`config.mk`:
```
export PLATFORM = sky130hd
export DESIGN_NAME = data_cache_ctrl_flat
export DESIGN_NICKNAME = d
export VERILOG_FILES = /design/src/rtl/data_cache_ctrl_if.sv /design/src/rtl/data_cache_ctrl.sv /design/src/flat_wrapper.sv
export SDC_FILE = /design/constraint.sdc
export NUM_CORES = 1
export LEC_CHECK = 0
export BUFFER_PORTS_ARGS = -buffer_cell sky130_fd_sc_hd__buf_4
export CAP_MARGIN = 20
export CORE_MARGIN = 4
export CORE_UTILIZATION = 60
export DETAILED_ROUTE_END_ITERATION = 8
export GPL_TIMING_DRIVEN = 0
export MAX_ROUTING_LAYER = met4
export PLACE_DENSITY = 0.79
export RECOVER_POWER = 25
export SYNTH_ARGS = -nofsm -noshare
export SYNTH_HDL_FRONTEND = slang
export SYNTH_SLANG_ARGS = --single-unit
```
`constraint.sdc`:
```
create_clock -name mem_clk -period 3.7 [get_ports mem_clk]
set_input_delay 0.74 -clock mem_clk [delete_from_list [all_inputs] [get_ports mem_clk]]
set_output_delay 0.74 -clock mem_clk [all_outputs]
set_load 0.02 [all_outputs]
```
`src/rtl/data_cache_ctrl_if.sv`:
```
// Core request/response and DDR burst signals of the single-line data cache controller.
// master = core/DDR environment, slave = data_cache_ctrl.
interface data_cache_ctrl_if #(
    parameter int unsigned DATA_WIDTH     = 16,
    parameter int unsigned ADDR_WIDTH_MEM = 16,
    parameter int unsigned DDR_ADDR_WIDTH = 28
);
    logic                      core_rd_req;
    logic                      core_wr_req;
    logic [ADDR_WIDTH_MEM-1:0] core_addr;
    logic [DATA_WIDTH-1:0]     core_wdata;
    logic [DATA_WIDTH-1:0]     core_rdata;
    logic                      core_ack;

    logic                      DATA_read_req;
    logic                      DATA_store_req;
    logic [DDR_ADDR_WIDTH-1:0] DATA_read_addr;
    logic [DDR_ADDR_WIDTH-1:0] DATA_write_addr;
    logic [DATA_WIDTH-1:0]     DATA_to_ddr;
    logic [DATA_WIDTH-1:0]     DATA_to_cache;

    logic                      ddr_rd_valid;
    logic                      ddr_rd_finish;
    logic                      ddr_wr_data_req;
    logic                      ddr_wr_finish;
    logic [15:0]               hit_cnt;
    logic [15:0]               miss_cnt;

    modport slave (
        input  core_rd_req, core_wr_req, core_addr, core_wdata,
        output core_rdata, core_ack,
        output DATA_read_req, DATA_store_req, DATA_read_addr, DATA_write_addr, DATA_to_ddr,
        input  DATA_to_cache, ddr_rd_valid, ddr_rd_finish, ddr_wr_data_req, ddr_wr_finish,
        output hit_cnt, miss_cnt
    );

    modport master (
        output core_rd_req, core_wr_req, core_addr, core_wdata,
        input  core_rdata, core_ack,
        input  DATA_read_req, DATA_store_req, DATA_read_addr, DATA_write_addr, DATA_to_ddr,
        output DATA_to_cache, ddr_rd_valid, ddr_rd_finish, ddr_wr_data_req, ddr_wr_finish,
        input  hit_cnt, miss_cnt
    );
endinterface

```
`src/rtl/data_cache_ctrl.sv`:
```
// Single-line direct-mapped write-back data cache with DDR burst writeback/fill.
// Optional hit/miss counters are built only when DCACHE_PERF_CNT_EN is defined.
module data_cache_ctrl #(
    parameter int unsigned               DATA_WIDTH       = 16,
    parameter int unsigned               ADDR_WIDTH_MEM   = 16,
    parameter int unsigned               DDR_ADDR_WIDTH   = 28,
    parameter int unsigned               DATA_CACHE_DEPTH = 16,
    parameter logic [DDR_ADDR_WIDTH-1:0] DATA_DDR_BASE    = 28'h0008000
) (
    input logic              mem_clk,
    input logic              rst,
    data_cache_ctrl_if.slave bus
);
    localparam int unsigned      OFF_W     = $clog2(DATA_CACHE_DEPTH);
    localparam int unsigned      CNT_W     = OFF_W + 1;
    localparam int unsigned      TAG_W     = ADDR_WIDTH_MEM - OFF_W;
    localparam logic [CNT_W-1:0] LAST_WORD = CNT_W'(DATA_CACHE_DEPTH - 1);
    localparam logic [CNT_W-1:0] BEAT_STOP = CNT_W'(DATA_CACHE_DEPTH + 1);

    typedef enum logic [1:0] {IDLE, RESP, WB, FILL} state_t;

    state_t                    state;
    logic [DATA_WIDTH-1:0]     line [DATA_CACHE_DEPTH];
    logic [TAG_W-1:0]          tag;
    logic [TAG_W-1:0]          miss_tag;
    logic                      valid;
    logic                      dirty;
    logic [CNT_W-1:0]          wb_cnt;
    logic [CNT_W-1:0]          beat_cnt;
    logic                      rd_valid_q;
    logic                      ack;
    logic                      rd_req;
    logic                      st_req;
    logic [DATA_WIDTH-1:0]     rdata;
    logic [DATA_WIDTH-1:0]     to_ddr;
    logic [DDR_ADDR_WIDTH-1:0] rd_addr;
    logic [DDR_ADDR_WIDTH-1:0] wr_addr;

    logic [TAG_W-1:0]          req_tag_c;
    logic [OFF_W-1:0]          req_off_c;
    logic                      lookup_c;
    logic                      hit_c;
    logic [CNT_W-1:0]          wb_cnt_nxt_c;
    logic                      line_we_c;
    logic [OFF_W-1:0]          line_waddr_c;
    logic [DATA_WIDTH-1:0]     line_wdata_c;

    function automatic logic [DDR_ADDR_WIDTH-1:0] line_addr(input logic [TAG_W-1:0] t);
        return DATA_DDR_BASE + DDR_ADDR_WIDTH'({t, {OFF_W{1'b0}}});
    endfunction

    assign req_tag_c = bus.core_addr[ADDR_WIDTH_MEM-1:OFF_W];
    assign req_off_c = bus.core_addr[OFF_W-1:0];
    // A lookup is held off during the ack cycle so the dropping request is not re-served.
    assign lookup_c     = (state == IDLE) && !ack && (bus.core_rd_req || bus.core_wr_req);
    assign hit_c        = lookup_c && valid && (tag == req_tag_c);
    assign wb_cnt_nxt_c = (wb_cnt == LAST_WORD) ? wb_cnt : wb_cnt + CNT_W'(1);

    // Line write port: write hits from the core, fill beats 1..DEPTH from DDR.
    always_comb begin
        line_we_c    = 1'b0;
        line_waddr_c = req_off_c;
        line_wdata_c = bus.core_wdata;
        if (hit_c && bus.core_wr_req && !bus.core_rd_req) begin
            line_we_c = 1'b1;
        end else if (state == FILL && rd_valid_q && beat_cnt != '0 && beat_cnt < BEAT_STOP) begin
            line_we_c    = 1'b1;
            line_waddr_c = OFF_W'(beat_cnt - CNT_W'(1));
            line_wdata_c = bus.DATA_to_cache;
        end
    end

    always_ff @(posedge mem_clk) begin
        if (line_we_c) line[line_waddr_c] <= line_wdata_c;
    end

    always_ff @(posedge mem_clk or posedge rst) begin
        if (rst) begin
            state      <= IDLE;
            tag        <= '0;
            miss_tag   <= '0;
            valid      <= 1'b0;
            dirty      <= 1'b0;
            wb_cnt     <= '0;
            beat_cnt   <= '0;
            rd_valid_q <= 1'b0;
            ack        <= 1'b0;
            rd_req     <= 1'b0;
            st_req     <= 1'b0;
            rdata      <= '0;
            to_ddr     <= '0;
            rd_addr    <= '0;
            wr_addr    <= '0;
        end else begin
            ack        <= 1'b0;
            rd_valid_q <= (state == FILL) && bus.ddr_rd_valid;
            case (state)
                IDLE: begin
                    if (hit_c) begin
                        if (bus.core_rd_req) rdata <= line[req_off_c];
                        else                 dirty <= 1'b1;
                        state <= RESP;
                    end else if (lookup_c) begin
                        miss_tag <= req_tag_c;
                        if (valid && dirty) begin
                            state   <= WB;
                            st_req  <= 1'b1;
                            wr_addr <= line_addr(tag);
                            wb_cnt  <= '0;
                            to_ddr  <= line[{OFF_W{1'b0}}];
                        end else begin
                            state    <= FILL;
                            rd_req   <= 1'b1;
                            rd_addr  <= line_addr(req_tag_c);
                            beat_cnt <= '0;
                        end
                    end
                end
                RESP: begin
                    ack   <= 1'b1;
                    state <= IDLE;
                end
                WB: begin
                    if (bus.ddr_wr_data_req) begin
                        st_req <= 1'b0;
                        wb_cnt <= wb_cnt_nxt_c;
                        to_ddr <= line[wb_cnt_nxt_c[OFF_W-1:0]];
                    end
                    if (bus.ddr_wr_finish) begin
                        dirty    <= 1'b0;
                        st_req   <= 1'b0;
                        state    <= FILL;
                        rd_req   <= 1'b1;
                        rd_addr  <= line_addr(miss_tag);
                        beat_cnt <= '0;
                    end
                end
                FILL: begin
                    if (bus.ddr_rd_valid) rd_req <= 1'b0;
                    if (rd_valid_q && beat_cnt != BEAT_STOP) beat_cnt <= beat_cnt + CNT_W'(1);
                    if (bus.ddr_rd_finish) begin
                        tag    <= miss_tag;
                        valid  <= 1'b1;
                        dirty  <= 1'b0;
                        rd_req <= 1'b0;
                        state  <= IDLE;
                    end
                end
                default: state <= IDLE;
            endcase
        end
    end

    assign bus.core_ack        = ack;
    assign bus.core_rdata      = rdata;
    assign bus.DATA_read_req   = rd_req;
    assign bus.DATA_store_req  = st_req;
    assign bus.DATA_read_addr  = rd_addr;
    assign bus.DATA_write_addr = wr_addr;
    assign bus.DATA_to_ddr     = to_ddr;

`ifdef DCACHE_PERF_CNT_EN
    logic [15:0] hits;
    logic [15:0] misses;

    // Saturating lookup counters; the re-lookup after a fill lands as a hit.
    always_ff @(posedge mem_clk or posedge rst) begin
        if (rst) begin
            hits   <= '0;
            misses <= '0;
        end else begin
            if (hit_c && hits != 16'hFFFF) hits <= hits + 16'd1;
            if (lookup_c && !hit_c && misses != 16'hFFFF) misses <= misses + 16'd1;
        end
    end

    assign bus.hit_cnt  = hits;
    assign bus.miss_cnt = misses;
`else
    assign bus.hit_cnt  = 16'h0000;
    assign bus.miss_cnt = 16'h0000;
`endif
endmodule
```
`src/flat_wrapper.sv`:
```
// flat-port wrapper written by rule: the top's interface ports become plain ports
module data_cache_ctrl_flat 
#(
    parameter int unsigned               DATA_WIDTH       = 16,
    parameter int unsigned               ADDR_WIDTH_MEM   = 16,
    parameter int unsigned               DDR_ADDR_WIDTH   = 28,
    parameter int unsigned               DATA_CACHE_DEPTH = 16,
    parameter logic [DDR_ADDR_WIDTH-1:0] DATA_DDR_BASE    = 28'h0008000
)
  (mem_clk, rst, bus_core_rd_req, bus_core_wr_req, bus_core_addr, bus_core_wdata, bus_core_rdata, bus_core_ack, bus_DATA_read_req, bus_DATA_store_req, bus_DATA_read_addr, bus_DATA_write_addr, bus_DATA_to_ddr, bus_DATA_to_cache, bus_ddr_rd_valid, bus_ddr_rd_finish, bus_ddr_wr_data_req, bus_ddr_wr_finish, bus_hit_cnt, bus_miss_cnt);
  data_cache_ctrl_if #(.DATA_WIDTH(DATA_WIDTH), .ADDR_WIDTH_MEM(ADDR_WIDTH_MEM), .DDR_ADDR_WIDTH(DDR_ADDR_WIDTH)) bus_i ();
  input logic mem_clk;
  input logic rst;
  input wire logic [$bits(bus_i.core_rd_req)-1:0] bus_core_rd_req;
  input wire logic [$bits(bus_i.core_wr_req)-1:0] bus_core_wr_req;
  input wire logic [$bits(bus_i.core_addr)-1:0] bus_core_addr;
  input wire logic [$bits(bus_i.core_wdata)-1:0] bus_core_wdata;
  output wire logic [$bits(bus_i.core_rdata)-1:0] bus_core_rdata;
  output wire logic [$bits(bus_i.core_ack)-1:0] bus_core_ack;
  output wire logic [$bits(bus_i.DATA_read_req)-1:0] bus_DATA_read_req;
  output wire logic [$bits(bus_i.DATA_store_req)-1:0] bus_DATA_store_req;
  output wire logic [$bits(bus_i.DATA_read_addr)-1:0] bus_DATA_read_addr;
  output wire logic [$bits(bus_i.DATA_write_addr)-1:0] bus_DATA_write_addr;
  output wire logic [$bits(bus_i.DATA_to_ddr)-1:0] bus_DATA_to_ddr;
  input wire logic [$bits(bus_i.DATA_to_cache)-1:0] bus_DATA_to_cache;
  input wire logic [$bits(bus_i.ddr_rd_valid)-1:0] bus_ddr_rd_valid;
  input wire logic [$bits(bus_i.ddr_rd_finish)-1:0] bus_ddr_rd_finish;
  input wire logic [$bits(bus_i.ddr_wr_data_req)-1:0] bus_ddr_wr_data_req;
  input wire logic [$bits(bus_i.ddr_wr_finish)-1:0] bus_ddr_wr_finish;
  output wire logic [$bits(bus_i.hit_cnt)-1:0] bus_hit_cnt;
  output wire logic [$bits(bus_i.miss_cnt)-1:0] bus_miss_cnt;
  assign bus_i.core_rd_req = bus_core_rd_req;
  assign bus_i.core_wr_req = bus_core_wr_req;
  assign bus_i.core_addr = bus_core_addr;
  assign bus_i.core_wdata = bus_core_wdata;
  assign bus_core_rdata = bus_i.core_rdata;
  assign bus_core_ack = bus_i.core_ack;
  assign bus_DATA_read_req = bus_i.DATA_read_req;
  assign bus_DATA_store_req = bus_i.DATA_store_req;
  assign bus_DATA_read_addr = bus_i.DATA_read_addr;
  assign bus_DATA_write_addr = bus_i.DATA_write_addr;
  assign bus_DATA_to_ddr = bus_i.DATA_to_ddr;
  assign bus_i.DATA_to_cache = bus_DATA_to_cache;
  assign bus_i.ddr_rd_valid = bus_ddr_rd_valid;
  assign bus_i.ddr_rd_finish = bus_ddr_rd_finish;
  assign bus_i.ddr_wr_data_req = bus_ddr_wr_data_req;
  assign bus_i.ddr_wr_finish = bus_ddr_wr_finish;
  assign bus_hit_cnt = bus_i.hit_cnt;
  assign bus_miss_cnt = bus_i.miss_cnt;
  data_cache_ctrl #(.DATA_WIDTH(DATA_WIDTH), .ADDR_WIDTH_MEM(ADDR_WIDTH_MEM), .DDR_ADDR_WIDTH(DDR_ADDR_WIDTH), .DATA_CACHE_DEPTH(DATA_CACHE_DEPTH), .DATA_DDR_BASE(DATA_DDR_BASE)) u_core (.mem_clk(mem_clk), .rst(rst), .bus(bus_i));
endmodule
```
==> results.py, run 1 <==
metrics = {
    "run_status": {
        "status": "finished, violations left",
        "violations": "capacitance limit, slew limit",
    },
    "cells_and_area": {
        "layout-drive-gt1-share_pct": 28.2,
        "stdcell_count": 2000,
        "fill_cells": 2010,
        "final_nets": 1641,
        "multi_input_comb_area_um2": 7400,
        "mostFrequentLayoutCells": "edfxtp_1 (256), nand2_1 (158), buf_4 (115)",
        "layout.cells.most_common": "edfxtp_1",
        "seqCellArea_um2": 10200,
        "area_growth_pct": 15.9,
    },
    "hold_path": {
        "hold_path_depth": 2,
        "holdPathEnd": "u_core.dirty",
        "min-delay-start": "bus_core_rd_req",
        "hp-class": "input port to register",
    },
    "synth": {
        "synth_edf_count": 256,
        "avgSynthCellArea_um2": 13.6,
        "ys_warn_count": 0,
        "netlist_area_um2": 18300,
        "ys_seq_area_share_pct": 55.7,
        "ys_async_sr_fraction_pct": 28.1,
        "synth_cells": 1346,
        "synth_seq_cells": 356,
        "synth_top_flop_cell": "edfxtp_1",
        "synthDistinctLibCells": 75,
    },
    "floorplan": {
        "rows": 63,
        "start_util_pct": 61.3,
        "die_h_um": 183,
        "die-width_um": 183,
        "dieArea_um2": 33400,
        "core_um2": 29900,
        "pin_count": 179,
    },
    "sta": {
        "max_slew_margin_pct": -49.0,
        "drv_slew": 103,
        "hold_viol_final": 0,
        "rsz0062_at_grt": "no",
        "skew_ns": 0.0186,
        "min_period_over_period_pct": 96.7,
        "tns_ns": 0,
        "worstMarginPinSlew_ns": 2.22,
        "finalSetupViolCount": 0,
        "max_freq_mhz": 280,
        "fin_crit_ns": 3.58,
    },
    "worst_setup_path": {
        "worstSetupStartpointType": "register",
        "crit_type": "register to register",
        "arrival_ns": 3.73,
        "crit_fanout": 16,
        "crit_slowest_cell": "nor2_4",
        "crit_buf_inv": 0,
        "reg2regPathDepth": 6,
        "cp_common_cell": "nand3_1",
        "cp-end-kind": "register",
        "reg2reg_setup_slack_ns": 0.12,
        "path_depth": 6,
        "r2r-start": "u_core.tag[8]",
        "cp_top_family": "simple AND/OR/NAND/NOR gates",
        "r2r-end": "u_core.line[6][11]",
        "timing.critical_path.cells": "xnor2_1 -> nand3_1 -> or4_4 -> o41ai_2 -> nand3_1 -> nor2_4",
        "slowest_delay_ns": 0.80,
        "required_ns": 3.86,
    },
    "clock_network": {
        "clk_path_buf_depth": 3,
        "clock_sinks": 356,
        "cts_hold_buf": 0,
        "htreeDepth": 2,
        "path_clk_slew_ns": 0.06,
        "tritoncts": "built",
        "cts_buffers": 38,
        "root_buffer": "clkbuf_16",
        "clk_latency_ns": 0.53,
    },
    "global_route": {
        "grt_pass1_vias": 13600,
        "grt_max_degree": 61,
        "grt_pass1_wl_um": 86400,
        "grt_use_total_pct": 36.2,
        "grt_overflow": 0,
        "grt_antenna_before_repair": 1,
    },
    "detailed_routing": {
        "drt-wirelength-per-cell_um": 30.1,
        "vias": 13900,
        "vias_per_cell": 6.97,
        "ant_nets": 0,
        "first_pass_iters": 6,
        "drt_iter0_markers": 2431,
        "wirelength_um": 60300,
        "drc": 0,
    },
    "power_and_ir_drop": {
        "vdd_ir_drop_max_v": 0.000408,
        "powerDensity_nw_per_um2": 656,
        "p_leak_uw": 0.00791,
        "total_power_uw": 13900,
    },
    "placed_design": {
        "dp_hpwl_um": 40100,
        "io_buffers": 113,
        "gp_congestion": 0.998,
        "dp.cells": 1924,
    },
    "job": {
        "maxCapViolCount": 2,
    },
}
cell families (layout without fill, tap and decap cells):
family	Yosys count	in the layout	synth area share [%]
and+or+nand+nor	348	348	8.74
xor gates and xnor gates	17	17	0.957
buffers and inverters	171	373	5.43
adders and majority gates	5	5	0.342
AOI/OAI and AO/OA	206	206	8.34
other	1	63	0.0205
DFF	356	356	55.7
muxes	242	242	20.5
power by group:
group,internal [µW],switching (µW)
Combinational,1920,3400
Clock,2100,1560
Sequential,4650,282
Total,8670,5250
how the worst max path moves through the flow:
stage	end	startpoint	slack, ns
after floorplan	u_core.beat_cnt[0]	rst	0.34
final	u_core.line[6][11]	u_core.tag[8]	0.12
after global routing	u_core.bus.DATA_read_req	rst	0.04
after global placement	u_core.line[4][12]	bus_core_addr[2]	-1.33
after CTS	u_core.line[5][14]	bus_core_addr[2]	0.03
after detailed placement	u_core.line[5][0]	bus_core_addr[2]	-0.49
cell type report:
cell class	count	share of cell area [%]
multi-input combinational	880	34.9
inverter	14	0.254
tap	390	2.30
timing repair buffer	133	4.54
antenna	1	0.0118
buffer	157	4.44
sequential	356	48.0
clock buffer	58	5.13
clock inverter	11	0.401
layer usage:
layer  vias up  share of wire, %  GRT usage [%]
met1      6777                33           45.3
met4         0               7.4           21.2
met5         -                 0              -
li1       5559                 -              -
met2      1302                45           53.5
met3       311                14           9.85
flip-flops by register name, summed over array words and instances, names as in the netlist, 5 cells and up:
| name | count |
|---|---|
| u_core.beat_cnt | 5 |
| u_core.bus.DATA_read_addr | 13 |
| u_core.bus.DATA_to_ddr | 16 |
| u_core.bus.DATA_write_addr | 13 |
| u_core.bus.core_rdata | 16 |
| u_core.line | 256 |
| u_core.miss_tag | 12 |
| u_core.tag | 12 |
| u_core.wb_cnt | 5 |
timing repair:
item,CTS,global route
buffers inserted,0,4
setup endpoints to repair,0,71
gates resized for setup,0,3
metrics by stage:
stage	util (%)	worst slack [ns]	hold slack, ns	instance area, µm²
3_3_place_gp	66.5	-1.33	0.460	19900
2_1_floorplan	-	0.341	0.457	18500
5_1_grt	71.0	0.0417	0.457	21200
3_5_place_dp	67.6	-0.489	0.464	20200
4_1_cts	71.5	0.0320	0.329	21400
6_report	71.0	0.122	0.447	21200
synth_stat cells, drive strengths merged, types with 2 or more instances:
master,instances,area share (%)
a21o,4,0.16
a31oi,23,0.82
dfrtp,100,14
o21a,5,0.21
nand4,9,0.31
inv,14,0.29
mux2i,54,3.0
xnor2,16,0.91
buf,121,4.4
edfxtp,256,42
mux4,97,12
nor2b,2,0.068
or4,3,0.14
a221o,4,0.22
a221oi,8,0.38
o21ai,33,0.90
nor2,60,1.3
o211ai,4,0.16
or3,6,0.21
o2111ai,7,0.33
o211a,2,0.11
nand2,159,3.3
mux2,91,5.6
o311a,3,0.16
a22oi,15,0.62
o22ai,8,0.27
and2,3,0.10
a2bb2oi,11,0.63
clkbuf,36,0.74
nor3,14,0.44
a211oi,5,0.21
o31ai,8,0.33
ha,5,0.34
and3,16,0.55
nand2b,9,0.31
nor4,3,0.17
o31a,2,0.096
nand3,60,1.6
o41ai,9,0.68
o2bb2a,2,0.12
o221ai,14,0.67
a21oi,32,0.92
Power figures use the tool's default switching activity.
==> run 2: changes to the inputs <==
RECOVER_POWER = unset   (was 25)
==> results.py, run 2 (synthesis results as in run 1) <==
metrics = {
    "run_status": {
        "status": "finished, violations left",
        "violations": "DRC",
    },
    "sta": {
        "skew_ns": 0.0183,
        "min_period_over_period_pct": 96.8,
        "max_slew_margin_pct": 14.7,
        "worstMarginPinSlew_ns": 1.28,
        "max_freq_mhz": 279,
        "fin_crit_ns": 3.58,
        "holdWs_ns": 0.304,
        "finalSetupViolCount": 0,
        "hold_viol_final": 0,
        "drv_slew": 0,
        "postLayoutSetupSlackWorst_ns": 0.118,
        "rsz0062_at_grt": "no",
    },
    "worst_setup_path": {
        "timing.critical_path.cells": "xnor2_1 -> nand3_1 -> or4_4 -> o41ai_2 -> nand3_1 -> nor2_4",
        "slowest_delay_ns": 0.79,
        "worstSetupStartpointType": "register",
        "cp_common_cell": "nand3_1",
        "arrival_ns": 3.74,
        "required_ns": 3.86,
        "cp-end-kind": "register",
        "crit_buf_inv": 0,
        "cp_top_family": "simple AND/OR/NAND/NOR gates",
        "crit_slowest_cell": "nor2_4",
        "crit_fanout": 16,
        "crit_type": "register to register",
    },
    "placed_design": {
        "post-place-ws_ns": -0.489,
        "gp_congestion": 0.998,
        "dp.cells": 1924,
        "io_buffers": 113,
        "dp_hpwl_um": 40100,
    },
    "clock_network": {
        "clock_sinks": 356,
        "root_buffer": "clkbuf_16",
        "cts_hold_buf": 0,
        "clk_latency_ns": 0.54,
        "path_clk_slew_ns": 0.06,
        "cts_buffers": 38,
        "clk_path_buf_depth": 3,
        "tritoncts": "built",
        "htreeDepth": 2,
    },
    "global_route": {
        "grt_pass1_wl_um": 86400,
        "grt_pass1_vias": 13600,
        "grt_antenna_before_repair": 1,
        "grt_overflow": 0,
        "grt_max_degree": 61,
        "grt_use_total_pct": 36.2,
    },
    "power_and_ir_drop": {
        "p_leak_uw": 0.00817,
        "vdd_ir_drop_max_v": 0.000408,
        "total_power_uw": 14100,
        "powerDensity_nw_per_um2": 657,
    },
    "detailed_routing": {
        "vias_per_cell": 7.04,
        "drt_iter0_markers": 2433,
        "drt-wirelength-per-cell_um": 30.2,
        "first_pass_iters": 9,
        "ant_nets": 0,
        "vias": 14100,
        "drc": 3,
        "wirelength_um": 60300,
    },
    "cells_and_area": {
        "layout-drive-gt1-share_pct": 32.2,
        "mostFrequentLayoutCells": "edfxtp_1 (256), buf_4 (177), nand2_1 (158)",
        "fill_cells": 1933,
        "largest_reg_flops": 256,
        "stdcell_count": 2000,
        "top_register": "u_core.line",
        "final_nets": 1641,
        "area_growth_pct": 17.3,
        "layout.cells.most_common": "edfxtp_1",
    },
    "job": {
        "maxCapViolCount": 0,
    },
    "floorplan": {
        "dieArea_um2": 33400,
        "core_um2": 29900,
        "die-width_um": 183,
        "pin_count": 179,
        "die_h_um": 183,
        "start_util_pct": 61.3,
        "rows": 63,
    },
    "hold_path": {
        "hp-class": "input port to asynchronous set/reset pin",
    },
}
run 2: cell types whose count changed in the layout (fill, tap and decap cells not counted), sizes merged:
cell	change
buf	+65
clkbuf	-65
clkinvlp	-1
inv	+1
run 2: repair_timing:
action                     in CTS  in global routing
setup buffers                   0                  4
resized for setup               0                  3
setup endpoints to repair       0                 71
run 2: metal layers:
metal | vias to the layer above | track usage (%) | part of all wire [%] | wire, µm
met5 | - | - | 0 | 0
met4 | 0 | 21.2 | 7.6 | 4580
met3 | 351 | 9.85 | 15 | 9020
met2 | 1417 | 53.5 | 45 | 27000
met1 | 6746 | 45.3 | 33 | 19800
li1 | 5575 | - | - | -
run 2: path summary, 6_finish.rpt:
path | start | end | slack (ns) | depth (start not counted)
worst min-delay path | rst | u_core.bus.core_rdata[11] | 0.30 | 2
min in group mem_clk | bus_core_rd_req | u_core.dirty | 0.44 | 2
worst max register to register | u_core.tag[4] | u_core.line[6][11] | 0.12 | 6
max in group asynchronous | rst | u_core.tag[9] | 2.64 | 3
worst max-delay path | u_core.tag[4] | u_core.line[6][11] | 0.12 | 6
worst min register to register | u_core.bus.DATA_write_addr[6] | u_core.bus.DATA_write_addr[6] | 0.48 | 2
run 2: cell type report:
type / count / area, µm² / share of cell area (%)
Clock inverter: 11 / 85.1 / 0.396
Tap cell: 390 / 488 / 2.27
Timing Repair Buffer: 133 / 1210 / 5.66
Sequential cell: 356 / 10200 / 47.4
Inverter: 14 / 55.1 / 0.256
Clock buffer: 58 / 1090 / 5.06
Buffer: 157 / 942 / 4.39
Antenna cell: 1 / 2.50 / 0.0117
Multi-Input combinational cell: 880 / 7410 / 34.5
run 2: report_power, final:
group	switching (µW)	total, µW	internal, µW
combinational	3420	5490	2070
sequential	286	4930	4650
clock	1580	3680	2100
total	5290	14100	8820
run 2: stage by stage:
stage / util (%) / TNS, ns / instance area, µm²
finish: 71.9 / 0 / 21500
global route: 71.9 / 0 / 21500
CTS: 71.5 / 0 / 21400
detailed placement: 67.6 / -52.32 / 20200
global placement: 66.5 / -383.92 / 19900
floorplan: - / 0 / 18500
==> run 3: changes to the inputs <==
==> constraint.sdc (replaced) <==
create_clock -name mem_clk -period 3.7 [get_ports mem_clk]
set_input_delay 0.37 -clock mem_clk [delete_from_list [all_inputs] [get_ports mem_clk]]
set_output_delay 0.37 -clock mem_clk [all_outputs]
set_load 0.02 [all_outputs]
==> results.py, run 3 (synthesis results as in run 1) <==
metrics = {
    "run_status": {
        "status": "finished, final reports clean",
    },
    "global_route": {
        "grt_pass1_vias": 13600,
        "grt_max_degree": 61,
        "grt_antenna_before_repair": 1,
        "grt_pass1_wl_um": 86400,
        "grt_overflow": 0,
        "grt_use_total_pct": 36.2,
    },
    "clock_network": {
        "path_clk_slew_ns": 0.06,
        "cts_buffers": 38,
        "cts_hold_buf": 1,
        "clk_path_buf_depth": 3,
        "root_buffer": "clkbuf_16",
        "clk_latency_ns": 0.54,
        "cts_resized": 0,
        "tritoncts": "built",
        "htreeDepth": 2,
        "clock_sinks": 356,
        "cts_setup_buffers": 0,
    },
    "floorplan": {
        "core_um2": 29900,
        "dieArea_um2": 33400,
        "pin_count": 179,
        "rows": 63,
        "start_util_pct": 61.3,
        "die-width_um": 183,
        "die_h_um": 183,
    },
    "cells_and_area": {
        "final_nets": 1638,
        "area_growth_pct": 16.9,
        "top_register": "u_core.line",
        "antenna-diode-count": 0,
        "final_area_um2": 21400,
        "layout.cells.most_common": "edfxtp_1",
        "largest_reg_flops": 256,
        "mostFrequentLayoutCells": "edfxtp_1 (256), buf_4 (177), nand2_1 (158)",
        "layout-drive-gt1-share_pct": 31.9,
    },
    "worst_setup_path": {
        "arrival_ns": 3.80,
        "cp-end-kind": "register",
        "r2r-end": "u_core.line[5][14]",
        "required_ns": 3.85,
        "r2r-start": "u_core.tag[4]",
        "worstSetupStartpointType": "register",
        "reg2reg_setup_slack_ns": 0.05,
        "crit_fanout": 16,
        "crit_type": "register to register",
        "reg2regPathDepth": 6,
    },
    "hold_path": {
        "hold_path_depth": 2,
        "hp-class": "input port to register",
        "holdPathEnd": "u_core.dirty",
        "min-delay-start": "bus_core_rd_req",
    },
    "job": {
        "maxCapViolCount": 0,
    },
    "placed_design": {
        "dp_hpwl_um": 40100,
        "gp_congestion": 0.998,
        "io_buffers": 113,
        "dpl_cell_area_um2": 20200,
    },
    "detailed_routing": {
        "drt_iter0_markers": 2392,
        "vias_per_cell": 7.04,
        "first_pass_iters": 9,
        "ant_nets": 0,
        "vias": 14100,
        "drc": 0,
        "drt-wirelength-per-cell_um": 30.1,
        "wirelength_um": 60000,
    },
    "sta": {
        "drv_slew": 0,
        "max_freq_mhz": 274,
        "min_period_over_period_pct": 98.8,
        "tns_ns": 0,
        "max_slew_margin_pct": 13.3,
        "skew_ns": 0.0200,
        "worstMarginPinSlew_ns": 1.30,
        "fin_crit_ns": 3.65,
        "finalSetupViolCount": 0,
        "rsz0062_at_grt": "no",
        "hold_viol_final": 0,
    },
    "power_and_ir_drop": {
        "p_leak_uw": 0.00814,
        "powerDensity_nw_per_um2": 658,
        "vdd_ir_drop_max_v": 0.000407,
    },
}
run 3: cell count changes in the layout (fill, tap and decap cells not counted):
cell and change:
buf_12 -4, clkbuf_1 +1, clkbuf_2 -1, diode_2 -1, dlygate4sd3_1 +1
run 3: power breakdown:
group,internal [µW],switching (µW),leakage [µW]
logic,2070,3420,0.00400
registers,4650,287,0.00357
clock network,2100,1560,0.000568
total,8820,5270,0.00814
run 3: layout make-up:
cell class | instances | area (µm²)
Clock inverter | 11 | 85.1
Inverter | 14 | 55.1
Buffer | 157 | 941
Sequential cell | 356 | 10200
Timing Repair Buffer | 130 | 1140
Multi-Input combinational cell | 880 | 7410
Tap cell | 390 | 488
Clock buffer | 58 | 1090
Fill cell | 1943 | 8470
run 3: routing by layer:
metal,global-route usage [%],vias to the layer above,part of all wire [%]
met4,21.2,0,7.6
met2,53.5,1372,45
met3,9.83,338,15
li1,-,5563,-
met5,-,-,0
met1,45.3,6777,33
run 3: worst max path at each step:
stage / start / endpoint / slack (ns) / depth (start not counted)
floorplan: rst / u_core.beat_cnt[0] / 0.71 / 1
global placement: bus_core_addr[2] / u_core.line[4][12] / -0.96 / 6
detailed placement: bus_core_addr[2] / u_core.line[5][0] / -0.12 / 6
CTS: u_core.tag[4] / u_core.line[5][14] / 0.09 / 6
global route: u_core.tag[4] / u_core.line[5][0] / 0.003 / 6
finish: u_core.tag[4] / u_core.line[5][14] / 0.05 / 6
run 3: worst max-delay path: stages (launching register included):
cell and delay, ns:
dfrtp_1 0.41, xnor2_1 0.21, nand3_1 0.22, or4_4 0.63, o41ai_2 0.48, nand3_1 0.43
nor2_4 0.87
run 3: per-stage QoR:
step | total power, µW | cells | setup WS, ns | utilization [%] | hold WS, ns
2_1_floorplan | 8410 | 1407 | 0.711 | - | 0.457
3_3_place_gp | 10100 | 1910 | -0.959 | 66.5 | 0.460
3_5_place_dp | 10200 | 1924 | -0.119 | 67.6 | 0.464
4_1_cts | 13900 | 1994 | 0.0908 | 71.6 | 0.0652
5_1_grt | 14500 | 1996 | 0.00289 | 71.6 | 0.0871
6_report | 14100 | 1996 | 0.0455 | 71.6 | 0.0765
